`src/rtl/reset_seq_pkg.sv`:
```
// reset_seq_pkg: shared state encoding, sizing helpers and parameter legality checks
package reset_seq_pkg;
    typedef enum logic [2:0] {HOLD, DELAY, WAIT_ACK, DONE, FAULT} state_t;
    function automatic int cnt_width(input int h, input int s, input int a);
        int m;
        m = (h > s) ? h : s;
        m = (a > m) ? a : m;
        return $clog2(m + 1);
    endfunction
    function automatic int idx_width(input int n);
        return (n > 1) ? $clog2(n) : 1;
    endfunction
    function automatic bit params_ok(input int n, input int h, input int s, input int a);
        return (n >= 1) && (n <= 16) && (h >= 1) && (s >= 1) && (a >= 0);
    endfunction
endpackage

```
`src/rtl/rst_seq_counter.sv`:
```
// rst_seq_counter: clearable saturating up-counter flagging when the next increment hits the target
module rst_seq_counter #(
    parameter int W = 8
) (
    input  logic         clk,
    input  logic         rst_n,
    input  logic         i_clr,
    input  logic         i_inc,
    input  logic [W-1:0] i_target,
    output logic         o_hit
);
    logic [W-1:0] r_count;
    always_ff @(posedge clk or negedge rst_n) begin
        if (!rst_n) r_count <= '0;
        else if (i_clr) r_count <= '0;
        else if (i_inc && r_count != '1) r_count <= r_count + 1'b1;
    end
    // widened compare so a target of all ones never aliases with wrap-around
    assign o_hit = ({1'b0, r_count} + 1'b1) == {1'b0, i_target};
endmodule

```
`src/rtl/reset_sequencer.sv`:
```
// reset_sequencer: releases reset domains in order with per-stage delay, ack handshake and timeout supervision
module reset_sequencer
    import reset_seq_pkg::*;
#(
    parameter int   NUM_STAGES  = 4,
    parameter int   HOLD_CYCLES = 8,
    parameter int   STAGE_DELAY = 16,
    parameter int   ACK_TIMEOUT = 255,
    parameter logic REQ_POL     = 1'b0
) (
    input  logic                                 clk,
    input  logic                                 rst_i,
    input  logic                                 rst_req_i,
    input  logic [NUM_STAGES-1:0]                stage_ack_i,
    output logic [NUM_STAGES-1:0]                stage_rst_o,
    output logic                                 done_o,
    output logic                                 timeout_o,
    output logic [idx_width(NUM_STAGES)-1:0]     fault_stage_o
);
    localparam int CW = cnt_width(HOLD_CYCLES, STAGE_DELAY, ACK_TIMEOUT);
    localparam int FW = idx_width(NUM_STAGES);
    if (!params_ok(NUM_STAGES, HOLD_CYCLES, STAGE_DELAY, ACK_TIMEOUT)) begin : g_bad_params
        $error("reset_sequencer: illegal parameter combination");
    end
    state_t                  r_state, w_state_nx;
    logic [FW-1:0]           r_idx, w_idx_nx, r_fault_stage, w_fs_nx;
    logic [NUM_STAGES-1:0]   r_stage_rst, w_rst_nx;
    logic                    r_done, w_done_nx, r_timeout, w_to_nx;
    logic                    w_clr, w_inc, w_hit;
    logic [CW-1:0]           w_target;
    assign w_target = (r_state == HOLD)  ? CW'(HOLD_CYCLES) :
                      (r_state == DELAY) ? CW'(STAGE_DELAY) : CW'(ACK_TIMEOUT);
    rst_seq_counter #(.W(CW)) u_cnt (
        .clk      (clk),
        .rst_n    (rst_i),
        .i_clr    (w_clr),
        .i_inc    (w_inc),
        .i_target (w_target),
        .o_hit    (w_hit)
    );
    always_comb begin
        w_state_nx = r_state;
        w_idx_nx   = r_idx;
        w_rst_nx   = r_stage_rst;
        w_done_nx  = r_done;
        w_to_nx    = r_timeout;
        w_fs_nx    = r_fault_stage;
        w_clr      = 1'b0;
        w_inc      = 1'b0;
        // a request overrides every state, including the terminal ones
        if (rst_req_i == REQ_POL) begin
            w_state_nx = HOLD;
            w_idx_nx   = '0;
            w_rst_nx   = '1;
            w_done_nx  = 1'b0;
            w_to_nx    = 1'b0;
            w_fs_nx    = '0;
            w_clr      = 1'b1;
        end else begin
            case (r_state)
                HOLD: begin
                    w_state_nx = w_hit ? DELAY : HOLD;
                    w_clr      = w_hit;
                    w_inc      = !w_hit;
                end
                DELAY: begin
                    if (w_hit) begin
                        w_rst_nx[r_idx] = 1'b0;
                        w_state_nx      = WAIT_ACK;
                        w_clr           = 1'b1;
                    end else w_inc = 1'b1;
                end
                WAIT_ACK: begin
                    if (stage_ack_i[r_idx]) begin
                        w_clr = 1'b1;
                        if (r_idx == FW'(NUM_STAGES - 1)) begin
                            w_state_nx = DONE;
                            w_done_nx  = 1'b1;
                        end else begin
                            w_state_nx = DELAY;
                            w_idx_nx   = r_idx + 1'b1;
                        end
                    end else if (ACK_TIMEOUT != 0 && w_hit) begin
                        w_state_nx = FAULT;
                        w_to_nx    = 1'b1;
                        w_fs_nx    = r_idx;
                        w_rst_nx   = '1;
                        w_done_nx  = 1'b0;
                        w_clr      = 1'b1;
                    end else w_inc = 1'b1;
                end
                default: ;
            endcase
        end
    end
    always_ff @(posedge clk or negedge rst_i) begin
        if (!rst_i) begin
            r_state       <= HOLD;
            r_idx         <= '0;
            r_stage_rst   <= '1;
            r_done        <= 1'b0;
            r_timeout     <= 1'b0;
            r_fault_stage <= '0;
        end else begin
            r_state       <= w_state_nx;
            r_idx         <= w_idx_nx;
            r_stage_rst   <= w_rst_nx;
            r_done        <= w_done_nx;
            r_timeout     <= w_to_nx;
            r_fault_stage <= w_fs_nx;
        end
    end
    assign stage_rst_o   = r_stage_rst;
    assign done_o        = r_done;
    assign timeout_o     = r_timeout;
    assign fault_stage_o = r_fault_stage;
endmodule

```
`config.mk`:
```
export PLATFORM = sky130hd
export DESIGN_NAME = reset_sequencer
export DESIGN_NICKNAME = d
export VERILOG_FILES = /design/src/rtl/reset_seq_pkg.sv /design/src/rtl/rst_seq_counter.sv /design/src/rtl/reset_sequencer.sv
export SDC_FILE = /design/constraint.sdc
export NUM_CORES = 1
export LEC_CHECK = 0
export CAP_MARGIN = 20
export CORE_MARGIN = 1.5
export CORE_UTILIZATION = 55
export CTS_BUF_LIST = sky130_fd_sc_hd__clkbuf_4
export DETAILED_ROUTE_END_ITERATION = 10
export PLACE_DENSITY_LB_ADDON = 0.25
export SLEW_MARGIN = 15
export SYNTH_ARGS = -nofsm -noshare
export SYNTH_HDL_FRONTEND = slang
export SYNTH_SLANG_ARGS = --single-unit
```
`constraint.sdc`:
```
create_clock -name clk -period 4.1 [get_ports clk]
set_clock_uncertainty 0.2 [all_clocks]
set_input_delay 0.82 -clock clk [delete_from_list [all_inputs] [get_ports clk]]
set_output_delay 0.82 -clock clk [all_outputs]
set_load 0.005 [all_outputs]
```
# Yosys cells after proc, flatten, opt, wreduce, memory -nomap -nowiden
# Cells that the tools add are included.
# op_classes
n_addsub	3
div	0
bitwise	2
magnitude_cmp	2
n_mul	0
eq_ne	18
mux	45
reduce_logical	10
shifts	0
# op_table
cell	n
8-bit 2-to-1 mux	4
1-bit 2-to-1 mux	18
2-bit 2-to-1 mux	9
4-bit 2-to-1 mux	4
3-bit 2-to-1 mux	4
3-bit AND reduction	4
8-bit by 1-bit adder with 9-bit output (second input constant)	1
9-bit by 8-bit equality test with 1-bit output	1
3-bit inequality test (second input constant)	3
3-bit one-hot mux with 3 select lines	1
8-bit by 1-bit adder with 8-bit output (second input constant)	1
8-bit inequality test (second input constant)	1
4-bit one-hot mux with 2 select lines	1
2-bit by 1-bit inequality test with 1-bit output (second input constant)	3
3-bit by 1-bit inequality test with 1-bit output (second input constant)	2
1-bit one-hot mux with 3 select lines	2
4-bit AND	1
2-bit inequality test (second input constant)	2
4-bit by 1-bit inequality test with 1-bit output (second input constant)	1
4-bit inequality test (second input constant)	1
4-bit NOT	1
4-bit AND reduction	1
3-bit by 1-bit equality test with 1-bit output (second input constant)	1
3-bit by 2-bit equality test with 1-bit output (second input constant)	1
other kinds (11)	12
# word_totals
register_bits	21
memories	0
inputBits	7
output_inout_bits	8
word_cells	87
rom_bits	0
ram_bits	0
latch_bits	0

# Longest topological paths before layout
# depth
depth_word	11
mapped_depth	10
mapped_depth_nobuf	8

# Modules after synthesis
# A second synthesis with hierarchy kept.
# hier_totals
hier_cells	156
hier_area_um2	1476.4
# by_module_without_submodules
module	area_per_inst_um2	instances	seq_area_each_um2	cells_each
reset_sequencer	770.7	1	330.3	80
rst_seq_counter	705.7	1	200.2	76

# Least setup slack after synthesis
# No wires, ideal clock.
# synth_timing
path_type	in2reg
from	in stage_ack_i[3]
to	reg u_cnt.r_count[3]
stages	6
path_buffers	0
arrival_time_ns	2.474
setup_slack_ns	1.349
setup_ns	0.078
required_ns	3.822
path_cell_list	mux4_2 nand2b_1 a21oi_1 o21ai_1 or3_1 a21oi_1
# synth_via
elab_chain_cells	7
elab_cells_between_ends	11
cone_classes	mux: 9; reduce/logical: 2
# synth_rtl
element	line	text
start: declaration	reset_sequencer.sv:14	input logic [NUM_STAGES-1:0] stage_ack_i,
1-bit binary-select mux with 2-bit select (*)	reset_sequencer.sv:74	if (stage_ack_i[r_idx]) begin
1-bit 2-to-1 mux (not written as such) (*)	reset_sequencer.sv:74	
1-bit 2-to-1 mux	reset_sequencer.sv:74	
1-bit one-hot mux with 3 select lines	reset_sequencer.sv:60	case (r_state)
1-bit 2-to-1 mux	reset_sequencer.sv:51	if (rst_req_i == REQ_POL) begin
1-bit logical AND	rst_seq_counter.sv:16	else if (i_inc && r_count != '1) r_count <= r_count + 1'b1;
2-bit nonzero test (no source line)	--	
end signal: assignment	rst_seq_counter.sv:16	
end: declaration	rst_seq_counter.sv:12	logic [W-1:0] r_count;
# Every way passes the cells marked *; elsewhere a longest branch is shown, timed or not. The select of a mux whose other input is x is not followed.
# A chain may end at the register's enable or synchronous reset.

# Final worst setup path
# layout_timing
from	reg u_cnt.r_count[0]
to	reg r_stage_rst[0], in the netlist stage_rst_o[0]
# layout_via
elab_chain_cells	4
elab_cells_between_ends	5
cone_classes	add/sub: 1; eq/ne: 3; reduce/logical: 1
# layout_rtl
element	line	text
8-bit by 1-bit adder with 9-bit output (*)	rst_seq_counter.sv:19	assign o_hit = ({1'b0, r_count} + 1'b1) == {1'b0, i_target};
9-bit by 8-bit equality test with 1-bit output (*)	rst_seq_counter.sv:19	
3-bit inequality test (no source line)	--	
4-bit AND reduction (no source line) (*)	--	
end signal: assignment	reset_sequencer.sv:107	r_stage_rst <= w_rst_nx;
end: declaration	reset_sequencer.sv:27	logic [NUM_STAGES-1:0] r_stage_rst, w_rst_nx;
# Every way passes the cells marked *; elsewhere a longest branch is shown, timed or not.

==> implementation parameters <==
Parameter                              Value

Outcome
  Run status    finished, final reports clean

Detailed routing
  Number of routed nets with antenna violations    0
  Pre-antenna DRT Iters    4
  Routed len/inst    15.6 um
  Final Routed Wirelength    3.13 mm
  # DRC    0
  Via count    1263
  First-iteration detailed-routing DRC count    31
  Mean number of vias per cell    6.28

Floorplanning
  Die span in x    54.5 um
  Total core area    0.00250 mm2
  Die Footprint    0.00297 mm2
  Starting density of the core    58.3%
  Vertical extent of the die    54.5 um
  Num rows    18
  Number of primary I/O pins    15

Synthesis
  Summed instance area of the synthesized netlist    0.00146 mm2
  Syn Nets    174
  Proportion of synthesized chip area in sequential cells    36.4%
  Mean instance size in the synthesized netlist    9.00 um2
  Async SR Flop Fraction    100%
  Unique cell type count in the Yosys netlist    52
  Number of flip-flops and latches in the synthesized netlist    21
  Yosys Warn Count    0
  Number of enable flip-flop cells after synthesis    0
  Synthesized instance count    162
  Most common flop cell mapped by yosys    sky130_fd_sc_hd__dfrtp_1

Worst setup path
  Worst path required time    4.11 ns
  Worst Setup End Kind    flop
  Maximum fanout along the worst path    12
  Reg-to-Reg Start    u_cnt.r_count[0]
  Crit path cell chain    ha_1 > or4b_1 > a211o_1 > a222oi_1 > nand3_1 > a32o_2 > o21ai_1 > nand3_1
  Data arrival time of the critical path    3.15 ns
  Worst reg2reg path depth    8
  Peak per-stage delay on the critical path    0.56 ns
  Cell with the most instances on the worst path    sky130_fd_sc_hd__nand3_1
  Setup slack of the worst register-to-register path    0.96 ns
  Critical Setup Path Class    flop to flop
  Worst reg2reg path endpoint    stage_rst_o[0]
  Critical-path cell with the highest stage delay    sky130_fd_sc_hd__or4b_1
  Startpoint types    flop

CTS
  TritonCTS buffer count    3
  # clock sinks    21
  Clock tree buffer depth    2
  Hold bufs inserted after CTS    0
  Cell chosen for the clock root    sky130_fd_sc_hd__clkbuf_4
  Clock-pin transition on the worst setup and hold timing paths    0.13 ns
  Number of setup buffers added after CTS    0
  Latest clock arrival within the worst-skew pair    0.31 ns
  TritonCTS clock tree    yes
  Number of H-tree levels    1
  PostCTS Resize Cnt    0

Power
  Power density over cell area    223 mW/mm2
  Pleak    0.000628 uW
  Maximum VDD drop    0.212 mV

Placement
  Gpl congestion    0.964
  Detailed placement HPWL    2.33 mm
  Placed insts    197
  Count of buffers inserted at the top-level ports    14

Finish
  P&R area growth vs syn    10.7%
  Post-layout instance count excluding filler cells    201
  Post-layout util    64.6%
  Most frequent standard cell in the layout excluding fill and tap cells    sky130_fd_sc_hd__dfrtp_1
  Share of layout cells above drive strength 1    8.77%
  Antenna Cells    0
  Final net count    184
  # fillers    216
  Commonest cells after routing, fill and taps aside    sky130_fd_sc_hd__dfrtp_1, sky130_fd_sc_hd__nor2_1, sky130_fd_sc_hd__clkdlybuf4s50_1

Timing
  Headroom to the max-slew limit    36.9%
  Final-layout setup total negative slack    0 ns
  Final-report setup violation count    0
  Period minus WS final    3.14 ns
  Final hold vios    0
  Top achievable clock speed    319 MHz
  Unrepaired setup endpoints after global routing    false
  Tightest Pin Transition    0.943 ns
  Count of final max-slew check failures    0
  Crit share post-route    76.6%

GRT
  Number of antenna violations at the first check in global routing    0
  Maximum number of pins on one net before global-route repair    22
  Tot GR Track Use    24.0%
  Global-route wire length before repair    5.07 mm
  Final global-route overflow total    0
  Number of global-route vias before repair    1169

Min path
  End point of the worst hold path    timeout_o
  Hold Crit Class    flop to flop
  HP Start    timeout_o
  Hold Path Cell Cnt    1

Job
  Number of maximum-capacitance constraint violations    0
==> per-layer routing <==
metal | GRT usage [%] | wire (um) | vias up
met2 | 41.2 | 1540 | 37
met3 | 3.55 | 118 | 12
met5 | 0 | 0 | -
li1 | - | - | 607
met4 | 11.7 | 68 | 0
met1 | 29.3 | 1400 | 607
==> state kept, by name, indices dropped and copies added (netlist names) <==
register,cells
u_cnt.r_count,8
timeout_o,1
r_idx,2
stage_rst_o,4
fault_stage_o,2
r_state,3
done_o,1
==> layout make-up <==
| class | count | area, um2 | area share [%] |
|---|---|---|---|
| clock buffer | 3 | 22.5 | 1.40 |
| multi-input combinational | 123 | 845 | 52.3 |
| tap | 30 | 37.5 | 2.33 |
| inverter | 9 | 33.8 | 2.09 |
| timing repair buffer | 14 | 140 | 8.68 |
| clock inverter | 1 | 5.00 | 0.310 |
| sequential | 21 | 531 | 32.9 |
==> synth_stat cells (all sizes together), types with 3 or more instances <==
cell,instances,share of area [%]
nand4,6,2.6
mux2i,6,4.4
inv,9,2.3
or3,3,1.3
dfrtp,17,29
nor2,15,4.0
buf,7,2.8
dfstp,4,7.2
xnor2,3,1.8
o21a,3,1.5
nand3,9,3.1
nand2,9,2.3
xor2,6,3.6
ha,5,4.3
o21ai,10,3.7
nor2b,6,2.6
a21oi,5,2.0
==> through the flow <==
stage               hold slack [ns]  total power (uW)  worst slack (ns)  area, um2
floorplan                     0.288               244              1.35       1460
global placement              0.281               261             0.826       1590
detailed placement            0.285               262             0.729       1590
CTS                           0.318               363             0.992       1610
global route                  0.347               380             0.837       1610
finish                        0.313               361             0.961       1610
==> kinds of logic after synthesis <==
family,Yosys count,share of synthesized area (%)
buf+inv,18,5.67
simple gates,66,24.6
xor+xnor,9,5.41
flops,21,36.4
compound gates,36,17.7
fa+ha+maj,5,4.29
mux,7,5.92
==> where the power goes <==
part	leakage, uW	switching [uW]	internal [uW]
Sequential	0.000277	6.70	211
Clock	0.0000177	66.4	36.4
Combinational	0.000333	22.1	18.0
==> worst max-delay path by stage <==
stage,startpoint,end,slack [ns],cells after the start
6_report,u_cnt.r_count[0],stage_rst_o[0],0.96,8
3_3_place_gp,stage_ack_i[3],u_cnt.r_count[3],0.83,7
4_1_cts,u_cnt.r_count[0],stage_rst_o[0],0.99,8
3_5_place_dp,stage_ack_i[3],u_cnt.r_count[3],0.73,7
5_1_grt,u_cnt.r_count[0],stage_rst_o[0],0.84,8
2_1_floorplan,stage_ack_i[3],u_cnt.r_count[3],1.35,6
==> critical path: cells and delay by family, from the launching register on <==
| family | cells | cell delay [ns] |
|---|---|---|
| AND/OR/NAND/NOR | 3 | 0.77 |
| flip-flops | 1 | 0.49 |
| AO/OA/AOI/OAI | 4 | 1.17 |
| adder cells (fa/ha/maj) | 1 | 0.40 |
(Power assumes the default switching activity.)
